$ cat src/rtl/and64.sv
// and64: Y86-64 ALU logical-AND slice with a registered, valid-tagged result.
// Define AND64_FLAGS_EN to add registered ZF/SF/OF condition-code outputs.
module and64 (
  input  logic        clk,
  input  logic        rst,
  input  logic [63:0] a,
  input  logic [63:0] b,
  input  logic        in_valid,
  output wire  [63:0] ans,
  output logic [63:0] ans_q,
  output logic        out_valid
`ifdef AND64_FLAGS_EN
  ,
  output logic        zf,
  output logic        sf,
  output logic        of
`endif
);

  for (genvar i = 0; i < 64; i++) begin : g_bit
    and u_and (ans[i], a[i], b[i]);
  end

  always_ff @(posedge clk) begin
    if (rst) begin
      ans_q     <= '0;
      out_valid <= 1'b0;
    end else if (in_valid) begin
      ans_q     <= ans;
      out_valid <= 1'b1;
    end else begin
      out_valid <= 1'b0;
    end
  end

`ifdef AND64_FLAGS_EN
  // AND never carries or overflows, so OF is held at zero.
  always_ff @(posedge clk) begin
    if (rst) begin
      zf <= 1'b0;
      sf <= 1'b0;
      of <= 1'b0;
    end else if (in_valid) begin
      zf <= (ans == 64'd0);
      sf <= ans[63];
      of <= 1'b0;
    end
  end
`endif

endmodule

$ cat config.mk
export PLATFORM = sky130hd
export DESIGN_NAME = and64
export DESIGN_NICKNAME = d
export VERILOG_FILES = /design/src/rtl/and64.sv
export SDC_FILE = /design/constraint.sdc
export NUM_CORES = 1
export LEC_CHECK = 0
export BUFFER_PORTS_ARGS = -buffer_cell sky130_fd_sc_hd__buf_2
export CAP_MARGIN = 25
export CORE_AREA = 3 3 99 101
export DETAILED_ROUTE_END_ITERATION = 8
export DIE_AREA = 0 0 102 104
export PLACE_DENSITY = 0.73
export SYNTH_ARGS = -nofsm -noshare
export SYNTH_HDL_FRONTEND = slang
export SYNTH_SLANG_ARGS = --single-unit
$ cat constraint.sdc
create_clock -name clk -period 0.8 [get_ports clk]
set_clock_uncertainty 0.05 [all_clocks]
set_input_delay 0.04 -clock clk [delete_from_list [all_inputs] [get_ports clk]]
set_output_delay 0.04 -clock clk [all_outputs]
set_load 0.1 [all_outputs]
# After elaboration in Yosys (flattened, before gate mapping)

Cells that the tools add are included.

Register bits after elaboration: 65
Bits of input ports: 131
Output and inout port bits: 129
Logic and storage cells: 67

Muxes and demuxes: 1
Bitwise gates (word level): 64

Operator list:

| cell             | number |
|---|---|
| 1-bit AND        | 64 |
| 1-bit 2-to-1 mux | 1 |

# Longest topological paths before layout

Gate-level depths: netlist of the first run.

Word-level depth: 1
Mapped depth: 4
Depth with buffers taken out: 2

# Worst setup path after synthesis of the first run

OpenSTA, ideal clock, no wires.

Path kind: reg2reg
Start: register, netlist name ans_q[44]
End: register ans_q[44]
Library setup time: 0.060 ns
Arrival time: 1.295 ns
Required time: 0.690 ns
Setup slack: -0.606 ns
Cell stages (with the launch flop): 3
Buffers on the path: 0
Period minus slack after synthesis: 1.406 ns
Cells stage by stage: dfxtp_1 > nor3b_2 > a21o_1

RTL lines:

| element              | RTL line | source |
|---|---|---|
| to (signal assigned) | 29       | `ans_q <= ans;` |
| to (decl)            | 10       | `output logic [63:0] ans_q,` |

# Worst setup path in the final report of the first run

Start: register ans_q[11]
End: output ans_q[11]

No word-level cell between the ends.

==> impl_results.md, run 1 <==
- Status: finished with violations
- Failing checks: negative setup slack
- Fillcell total: about 390
- Setup Viol. Count Final: roughly 110
- CP endpoint kind: primary output
- DIE AREA: 0.0106 mm2
- Worst Hold Endpoint: ans_q[10]
- Initial Utilization: 0.316
- Flop pwr share: 0.302
- Clk sinks: 65
- Util after Layout: 0.873
- Layout Nets: around 730
- First drt pass iteration count: 4
- Final ANT Viol Nets: 0
- RR Startpoint: ans_q[11]
- RSZ-0062 raised after global routing: yes
- Sequential cell area: ~0.0015 mm2
- Multi-input logic area: ~0.0020 mm2
- R2r endpoint: ans_q[11]
- VDD IR-drop max: just under 1000 uV
- Cell count after synthesis: approximately 280
- LEAKAGE: slightly below 4 nW
- Cell-internal power: approximately 6.6 mW
- Hold path start: b[10]
- Antenna violations before repair: 0
- Row cnt: 35
- Crit Path Class: flop to primary output
- Layout cells sized above 1: 0.889
- IO buf count: roughly 260
- Die height: roughly 100 um
- Minimum clock period: 1.06 ns
- Final period utilization: 1.33
- Final Hold Viols: 0
- Number of diodes: 0
- Logic gate share of total power: 0.455
- Sw frac: 0.406
- Pwr Density: between 1000 and 1500 mW/mm2
- Area growth from synthesis to layout: 176%
- Hold Crit Class: primary input to flop
- Total GRT Usage: 0.245
- CP max FO: 2
- CTS Hold Bufs: 0
- Core Region: 0.00911 mm2
- Worst-path clk slew: 0.08 ns
- Yosys warnings: 0
- Pins Over Slew Limit: 0
- Max Fclk: 939 MHz
- Placed insts: between 600 and 700
- Remaining DRCs: 0
- WP data required: just over 0.7 ns
- Largest net degree at the start of global routing: 36
- Non-Filler Instances: approximately 720
- Slew @ Worst Pin: about 0.33 ns
- Vias: ~3500
- CTS tree: yes
- Htree depth: 3
- Cell Area, Synth: just under 0.003 mm2
- First-pass GRT wire length: between 20000 and 25000 um
- Vias in the first global route: about 3900
- Syn Nets: 410
- Crit path launch type: flop
- Final GP Congestion: 0.694
- CP Data Arrival Time: about 0.97 ns
- Slew headroom: 0.780
- Part of the Yosys area used for sequential elements: 0.452
- Gr ovfl total: 0
- Yosys reg bits: 65
- Clk_lat worst skew: ~0.34 ns
- Drt wl/cell: ~20 um
- Root Driver: clkbuf_8
- Vias per cell: between 4 and 5
- Post-synthesis area per instance: ~10 um2
- Final total power: 11.1 mW
- Clock Path Buffers: 2
- DP Worst Slack: -0.0897 ns
- R2R cell count: 3
- TritonCTS Buffers: 9
- Worst hold path cell count: 3
- Post-DP HPWL: ~9900 um
- Detailed Route Iter0 Violations: between 80 and 90
- Clock power share: 0.243
- Synth cell types: 9
- Die width: 102 um
- Max cap viols: 0
- Routed wire length: between 10000 and 15000 um
- Worst Slack Setup Final: -0.265 ns
- Ports: 260
- Switching power: roughly 4.5 mW
- R2R Setup Slk: -0.12 ns
## layout make-up
class                   count  share of cell area
flip-flops and latches     65               0.194
clock inverters             5             0.00598
well taps                 111              0.0175
repair buffers            331               0.515
multi-input cells         193               0.252
clock buffers              10              0.0160
## state kept, by name (all words and copies together), names as in the netlist
| signal | count |
|---|---|
| out_valid | 1 |
| ans_q | 64 |
## kinds of logic after synthesis
group / synth area share
AND/OR/NAND/NOR: 0.326
flip-flops: 0.452
buffers and inverters: 0.0556
AO/OA/AOI/OAI: 0.167
## metal layers
layer,vias to the layer above,part of all wire,global-route usage
met4,0,0.033,0.100
li1,1603,-,-
met5,-,0,0
met3,35,0.081,0.0651
met2,211,0.57,0.487
met1,1677,0.32,0.226
## how the worst max path moves through the flow
stage               startpoint        end  slack [ns]  cells past startpoint
global route         ans_q[11]  ans_q[11]       -0.29                      2
finish               ans_q[11]  ans_q[11]       -0.26                      2
CTS                   ans_q[4]   ans_q[4]       -0.26                      2
detailed placement         rst  ans_q[38]       -0.09                      4
global placement           rst  ans_q[41]       -0.04                      4
floorplan            ans_q[44]  ans_q[44]       -0.27                      2
## repair_timing
action / CTS / global route
resized for setup: 72 / 29
pin swaps: 0 / 0
hold endpoints to repair: 0 / 0
endpoints found under the setup margin: 87 / 127
cloned: 0 / 0
setup buffers: 1 / 3
## cell usage after synthesis (all sizes together)
cell | number | area, um2
nor3b | 64 | 531
a21o | 64 | 480
and2 | 64 | 400
nor2b | 1 | 8.76
dfxtp | 65 | 1300
buf | 21 | 160
## power groups by stage
stage | combinational [mW] | sequential (mW) | clock [mW]
3_3_place_gp | 4.73 | 3.36 | 0
6_report | 5.03 | 3.35 | 2.69
4_1_cts | 4.92 | 3.33 | 2.67
5_1_grt | 5.16 | 3.36 | 2.84
2_1_floorplan | 1.85 | 4.32 | 0
3_5_place_dp | 4.82 | 3.38 | 0
## placed cells by master, fill, tap and decap left out, drive strengths merged
cell type	instances
nor3b	64
bufinv	1
clkinv	4
buf	331
a21o	64
and2	64
nor2b	1
clkbuf	10
dfxtp	65
## metrics by stage
stage / TNS, ns / instance area [um2] / hold slack, ns
finish: -16.53 / 7950 / 0.0137
global route: -18.96 / 7950 / 0.0249
CTS: -16.16 / 7760 / 0.0107
detailed placement: -3.75 / 7300 / 0.365
global placement: -1.95 / 7300 / 0.353
floorplan: -7.65 / 3470 / 0.225
## worst max-delay path, stage by stage (launching register included)
cell and delay (ns):
dfxtp_4 0.36, buf_6 0.11, buf_12 0.15
(Power assumes the default switching activity.)
==> inputs of run 2 (changes only) <==
ABC_AREA = 1   (was default)
CORE_AREA = 3 3 100 102   (was 3 3 99 101)
DIE_AREA = 0 0 103 105   (was 0 0 102 104)
PLACE_DENSITY = 0.74   (was 0.73)
==> run 2 against run 1 <==
The flow finishes with violations (negative hold slack, negative setup slack). Combinational power is 27% higher. Non-clock buffer count increased by 66. Sequential share of layout area fell by 0.50 points. Worst hold slack got worse by 0.035 ns. Power rose by 14%. Global-route usage grew 7.6 points. Sequential power is 8.1% higher. Register-to-register slack better by 0.08 ns. Critical path depth down 1. Largest power group unchanged.
==> impl_results.md, run 2 <==
- Crit Path Class: flop to primary output (unchanged)
- Worst Slack Setup Final: -0.172 ns (was -0.265 ns)
- Remaining DRCs: 0 (unchanged)
- Routed wire length: 18100 um (was 14300 um)
- Final ANT Viol Nets: 0 (unchanged)
- Clk sinks: 65 (unchanged)
- Reg with most FFs: ans_q (unchanged)
- Die width: 103 um (was 102 um)
- Failing checks: negative hold slack, negative setup slack (was negative setup slack)
- Fillcell total: 347 (was 386)
- Gr ovfl total: 0 (unchanged)
- Cell Area, Synth: 0.00303 mm2 (was 0.00288 mm2)
- Final Hold Viols: 5 (was 0)
- Pwr Density: 1550 mW/mm2 (was 1390 mW/mm2)
- Synth area leader: dfxtp_1 (unchanged)
- CP max FO: 2 (unchanged)
- Synth top cells by count: dfxtp_1 (65), nor2_1 (65), inv_1 (64), nand2_1 (64), o21ai_0 (64) (was dfxtp_1 (65), a21o_1 (64), and2_1 (64), nor3b_1 (54), buf_2 (11))
- Commonest non-fill, non-tap cell in the layout: buf_12 (unchanged)
- Total GRT Usage: 0.321 (was 0.245)
- Area growth from synthesis to layout: 170% (was 176%)
- EDFF count, synth: 0 (unchanged)
- Syn Nets: 539 (was 410)
- Yosys warnings: 0 (unchanged)
- Max reg flops: 64 (unchanged)
- Dpl cell area: 0.00660 mm2 (was 0.00730 mm2)
- Root Driver: clkbuf_8 (unchanged)
- Detailed Route Iter0 Violations: 195 (was 83)
- Placed insts: 765 (was 699)
- Crit path launch type: flop (unchanged)
- Slew @ Worst Pin: 0.235 ns (was 0.331 ns)
- Die height: 105 um (was 104 um)
- Slowest CP cell: dfxtp_4 (unchanged)
- Design area: 0.00816 mm2 (was 0.00795 mm2)
- Setup Viol. Count Final: 78 (was 108)
- CP endpoint kind: primary output (unchanged)
- Hold path start: a[24] (was b[10])
- Clk_lat worst skew: 0.32 ns (was 0.34 ns)
- DIE AREA: 0.0108 mm2 (was 0.0106 mm2)
- TritonCTS Buffers: 9 (unchanged)
- Post-DP HPWL: 9440 um (was 9870 um)
- Pins Over Slew Limit: 0 (unchanged)
- Non-Filler Instances: 912 (was 715)
- WP data required: 0.71 ns (about the same)
- Top-area cell type share of the netlist area: 0.430 (was 0.452)
- Top Registers: ans_q (64), out_valid (1) (unchanged)
- Htree depth: 3 (unchanged)
- Layout cells sized above 1: 0.537 (was 0.889)
- Vias: 4647 (was 3526)
- Cell count after synthesis: 408 (was 279)
- Final period utilization: 1.21 (was 1.33)
- Worst-path clk slew: 0.08 ns (about the same)
- Async SR Flop Fraction: 0 (unchanged)
- Synth Flop Type: dfxtp_1 (unchanged)
- Yosys reg bits: 65 (unchanged)
- IO buf count: 259 (unchanged)
- Largest net degree at the start of global routing: 37 (was 36)
- CP Buf/Inv Count: 1 (was 2)
- Status: finished with violations (unchanged)
- Number of diodes: 0 (unchanged)
- Clock Path Buffers: 2 (unchanged)
- CP Data Arrival Time: 0.88 ns (was 0.97 ns)
- First-pass GRT wire length: 26900 um (was 20300 um)
- Slew headroom: 0.844 (was 0.780)
- Core Region: 0.00920 mm2 (was 0.00911 mm2)
- Antenna violations before repair: 0 (unchanged)
- Initial Utilization: 0.329 (was 0.316)
- Slowest stage delay, CP: 0.38 ns (was 0.36 ns)
- Synth area leaders: dfxtp_1 (43%), a21oi_2 (14%), o21ai_0 (11%) (was dfxtp_1 (45%), a21o_1 (17%), nor3b_1 (14%))
- Commonest cells after routing, fill and taps aside: buf_12 (135), buf_2 (130), dlygate4sd3_1 (117), nor2_1 (65) (was buf_12 (135), buf_2 (128), buf_6 (65), and2_2 (64), a21o_1 (64))
- Layout Nets: 927 (was 731)
- Row cnt: 35 (unchanged)
- Hold Crit Class: primary input to flop (unchanged)
- Delay-heaviest family, CP: flip-flops (unchanged)
- Final GP Congestion: 0.774 (was 0.694)
- Minimum clock period: 0.972 ns (was 1.06 ns)
- Vias per cell: 5.10 (was 4.93)
- Min Hold Slack: -0.0214 ns (was 0.0137 ns)
- Worst-path cell chain: buf_12 (was buf_6 > buf_12)
- RR Startpoint: ans_q[16] (was ans_q[11])
- Max Fclk: 1030 MHz (was 939 MHz)
- Post-synthesis area per instance: 7.42 um2 (was 10.3 um2)
- CTS tree: yes (unchanged)
- First drt pass iteration count: 5 (was 4)
- Drt wl/cell: 19.9 um (was 20.0 um)
- Synth cell types: 15 (was 9)
- Ports: 260 (unchanged)
- CP startpoint: ans_q[39] (was ans_q[11])
- VDD IR-drop max: 1010 uV (was 967 uV)
- Part of the Yosys area used for sequential elements: 0.430 (was 0.452)
- Vias in the first global route: 5280 (was 3906)
- Util after Layout: 0.888 (was 0.873)
- Max cap viols: 0 (unchanged)
- LEAKAGE: 3.93 nW (was 3.94 nW)
- RSZ-0062 raised after global routing: yes (unchanged)
==> run 2: cell types whose count changed after synthesis, moves of 64 or more <==
cell | before | now
o21ai_0 | 0 | 64
nand2_1 | 0 | 64
inv_1 | 0 | 64
nor2_1 | 0 | 65
a21o_1 | 64 | 0
and2_1 | 64 | 0
==> run 2: cell type report <==
class | count | area (um2) | area share
clock buffer | 12 | 135 | 0.0166
clock inverter | 4 | 45.0 | 0.00552
inverter | 66 | 250 | 0.0307
multi-input combinational | 257 | 1400 | 0.171
sequential | 65 | 1540 | 0.189
tap | 111 | 139 | 0.0170
timing repair buffer | 397 | 4660 | 0.571
==> run 2: path summary, 6_finish.rpt <==
kind	depth (start not counted)	slack [ns]	end
setup / recovery	1	-0.17	ans_q[39]
setup reg to reg	3	-0.04	ans_q[16]
hold reg to reg	2	0.47	ans_q[31]
hold / removal	3	-0.02	ans_q[24]
==> run 2: layer usage <==
| metal | vias up | global-route usage | routed length (um) | part of all wire |
|---|---|---|---|---|
| met5 | - | 0 | 0 | 0 |
| met4 | 0 | 0.205 | 1210 | 0.067 |
| met3 | 90 | 0.0821 | 1290 | 0.071 |
| met2 | 268 | 0.601 | 9890 | 0.55 |
| met1 | 2219 | 0.296 | 5740 | 0.32 |
| li1 | 2070 | - | - | - |
==> run 2: repair_timing <==
action | 4_1_cts | 5_1_grt
endpoints found under the hold margin | 65 | 2
endpoints found under the setup margin | 65 | 85
hold buffers | 128 | 2
pin swaps | 0 | 6
setup buffers | 5 | 9
resized for setup | 3 | 24
==> run 2: power by group <==
part	leakage [nW]	switching (mW)	internal, mW
combinational	3.25	4.00	2.40
sequential	0.579	0.241	3.38
clock	0.0941	1.21	1.43
==> run 2: metrics by stage <==
step,setup WS (ns),power (mW),setup TNS [ns]
global placement,-0.0247,9.21,-0.0774
global route,-0.201,13.1,-12.04
floorplan,-0.201,6.93,-0.201
CTS,-0.176,12.4,-10.16
finish,-0.172,12.7,-9.84
detailed placement,-0.0637,9.32,-1.29
==> run 2: logic make-up (layout without fill, tap and decap cells) <==
family	after synthesis	in the layout	share of synthesized area
and+or+nand+nor	129	129	0.160
DFF	65	65	0.430
AOI/OAI and AO/OA	128	128	0.274
buffers and inverters	86	479	0.136
==> inputs of run 3 (changes only) <==
CORE_AREA = 2 2 100 102   (was 3 3 100 102)
DIE_AREA = 0 0 102 104   (was 0 0 103 105)
PLACE_DENSITY = 0.7   (was 0.74)
clock period = 1.2 ns   (was 0.8 ns; I/O delays follow)
==> run 3 against run 2 <==
Die area is 1.9% lower. Clock power is 30% lower. Largest power group unchanged. Register-to-register slack better by 0.51 ns. Sequential share of layout area is 3.6 points higher. The run now ends clean. Sequential cell count stayed put. Critical endpoint is now ans_q[60]. Via count is 8.6% lower. Sequential power is 34% lower.
==> impl_results.md, run 3 (synthesis results as in run 2) <==
- Status: completed (was finished with violations)
- WP data required: 1.40 ns (was 0.71 ns)
- IO buf count: 259 (unchanged)
- Final total power: 7.52 mW (was 12.7 mW)
- Switching power: 3.32 mW (was 5.45 mW)
- Slew headroom: 0.671 (was 0.844)
- Vias per cell: 4.57 (was 5.10)
- Row cnt: 36 (was 35)
- First drt pass iteration count: 4 (was 5)
- Total GRT Usage: 0.223 (was 0.321)
- Commonest cells after routing, fill and taps aside: buf_2 (194), dlygate4sd3_1 (129), nor2_1 (65) (was buf_12 (135), buf_2 (130), dlygate4sd3_1 (117), nor2_1 (65))
- CP Data Arrival Time: 1.31 ns (was 0.88 ns)
- CTS tree: yes (unchanged)
- Top Registers: ans_q (64), out_valid (1) (unchanged)
- Flop pwr share: 0.318 (was 0.286)
- TritonCTS Buffers: 9 (unchanged)
- Initial Utilization: 0.317 (was 0.329)
- Commonest non-fill, non-tap cell in the layout: buf_2 (was buf_12)
- First-pass GRT wire length: 19200 um (was 26900 um)
- DP Worst Slack: 0.301 ns (was -0.0637 ns)
- Min Hold Slack: 0.0801 ns (was -0.0214 ns)
- Root Driver: clkbuf_8 (unchanged)
- Layout Nets: 923 (was 927)
- Clock Path Buffers: 2 (unchanged)
- Final GP Congestion: 0.798 (was 0.774)
- RSZ-0062 raised after global routing: no (was yes)
- Core Region: 0.00955 mm2 (was 0.00920 mm2)
- Crit Path Class: primary input to flop (was flop to primary output)
- Antenna violations before repair: 0 (unchanged)
- Pins Over Slew Limit: 0 (unchanged)
- Setup TNS: 0 ns (was -9.84 ns)
- Clk_lat worst skew: 0.33 ns (was 0.32 ns)
- Final period utilization: 0.926
- DIE AREA: 0.0106 mm2 (was 0.0108 mm2)
- CP endpoint kind: flop (was primary output)
- Crit path launch type: primary input (was flop)
- Worst Slack Setup Final: 0.0884 ns (was -0.172 ns)
- Max Fclk: ~900 MHz
- Max cap viols: 0 (unchanged)
- Final ANT Viol Nets: 0 (unchanged)
- Number of diodes: 0 (unchanged)
- Post-DP HPWL: 7000 um (was 9440 um)
- Clock power share: 0.245 (was 0.209)
- Reg with most FFs: ans_q (unchanged)
- Hold Crit Class: primary input to flop (unchanged)
- VDD IR-drop max: 679 uV (was 1010 uV)
- Max reg flops: 64 (unchanged)
- Largest net degree at the start of global routing: 65 (was 37)
- Ports: 260 (unchanged)
- Vias: 4248 (was 4647)
- Gr ovfl total: 0 (unchanged)
- Sw frac: 0.442 (was 0.430)
- CP max FO: 64 (was 2)
- Util after Layout: 0.644 (was 0.888)
- Slew @ Worst Pin: 0.497 ns (was 0.235 ns)
- Fillcell total: 774 (was 347)
- Die width: 102 um (was 103 um)
- Cell-internal power: 4.20 mW (was 7.22 mW)
- Detailed Route Iter0 Violations: 113 (was 195)
- Logic gate share of total power: 0.437 (was 0.505)
- Setup Viol. Count Final: 0 (was 78)
- Drt wl/cell: 13.1 um (was 19.9 um)
- Vias in the first global route: 4419 (was 5280)
- Pwr Density: 1220 mW/mm2 (was 1550 mW/mm2)
- Routed wire length: 12200 um (was 18100 um)
- Remaining DRCs: 0 (unchanged)
- Htree depth: 3 (unchanged)
- Area growth from synthesis to layout: 103% (was 170%)
- Clk sinks: 65 (unchanged)
- Worst-path clk slew: 0.07 ns (was 0.08 ns)
- Layout cells sized above 1: 0.493 (was 0.537)
- LEAKAGE: 3.37 nW (was 3.93 nW)
- Final Hold Viols: 0 (was 5)
- Die height: 104 um (was 105 um)
- Minimum clock period: ~1.1 ns
run 3: cell types whose count changed in the layout (fill, tap and decap cells not counted), moves of 6 or more:
| cell | change |
|---|---|
| dlygate4sd3_1 | +12 |
| dfxtp_4 | -63 |
| buf_12 | -130 |
| o21ai_2 | -14 |
| o21ai_1 | -48 |
| o21ai_0 | +63 |
| buf_6 | -6 |
| buf_2 | +64 |
| buf_4 | +54 |
| dfxtp_2 | +62 |
run 3: layout make-up:
| class | count | area [um2] | area share |
|---|---|---|---|
| timing repair buffer | 393 | 2850 | 0.463 |
| sequential | 65 | 1380 | 0.225 |
| multi-input combinational | 257 | 1310 | 0.213 |
| inverter | 66 | 250 | 0.0407 |
| tap | 133 | 166 | 0.0271 |
| clock buffer | 13 | 149 | 0.0242 |
| clock inverter | 3 | 40.0 | 0.00651 |
run 3: worst max-delay path: stages:
cell,delay (ns)
dlygate4sd3_1,0.54
buf_2,0.14
inv_2,0.06
buf_12,0.21
o21ai_0,0.12
nor2_1,0.13
run 3: timing repair:
action,in CTS,in global routing
gates resized for setup,61,2
endpoints found under the setup margin,61,2
hold buffers,129,0
buffers inserted,0,0
endpoints found under the hold margin,65,0
run 3: worst paths after layout:
kind | start | to | slack (ns) | depth (start not counted)
setup reg to reg | ans_q[25] | ans_q[25] | 0.47 | 2
hold reg to reg | ans_q[15] | ans_q[15] | 0.44 | 2
setup / recovery | rst | ans_q[60] | 0.09 | 6
hold / removal | in_valid | ans_q[9] | 0.08 | 4
run 3: power by group through the flow:
stage / Combinational, mW / Sequential, mW / Clock (mW)
4_1_cts: 3.24 / 2.39 / 1.90
6_report: 3.29 / 2.39 / 1.84
3_3_place_gp: 2.82 / 2.42 / 0
2_1_floorplan: 1.24 / 3.42 / 0
3_5_place_dp: 2.84 / 2.43 / 0
5_1_grt: 3.42 / 2.41 / 1.97
run 3: metrics by stage:
stage	instance area (um2)	instances
5_1_grt	6150	930
2_1_floorplan	3110	408
3_3_place_gp	4510	785
4_1_cts	6140	930
3_5_place_dp	4510	785
6_report	6150	930
run 3: metal layers:
layer / global-route usage / vias up / share of wire
met3: 0.0565 / 34 / 0.059
met1: 0.200 / 1986 / 0.35
met4: 0.0810 / 0 / 0.025
met2: 0.454 / 176 / 0.57
li1: - / 2052 / -
met5: 0 / - / 0
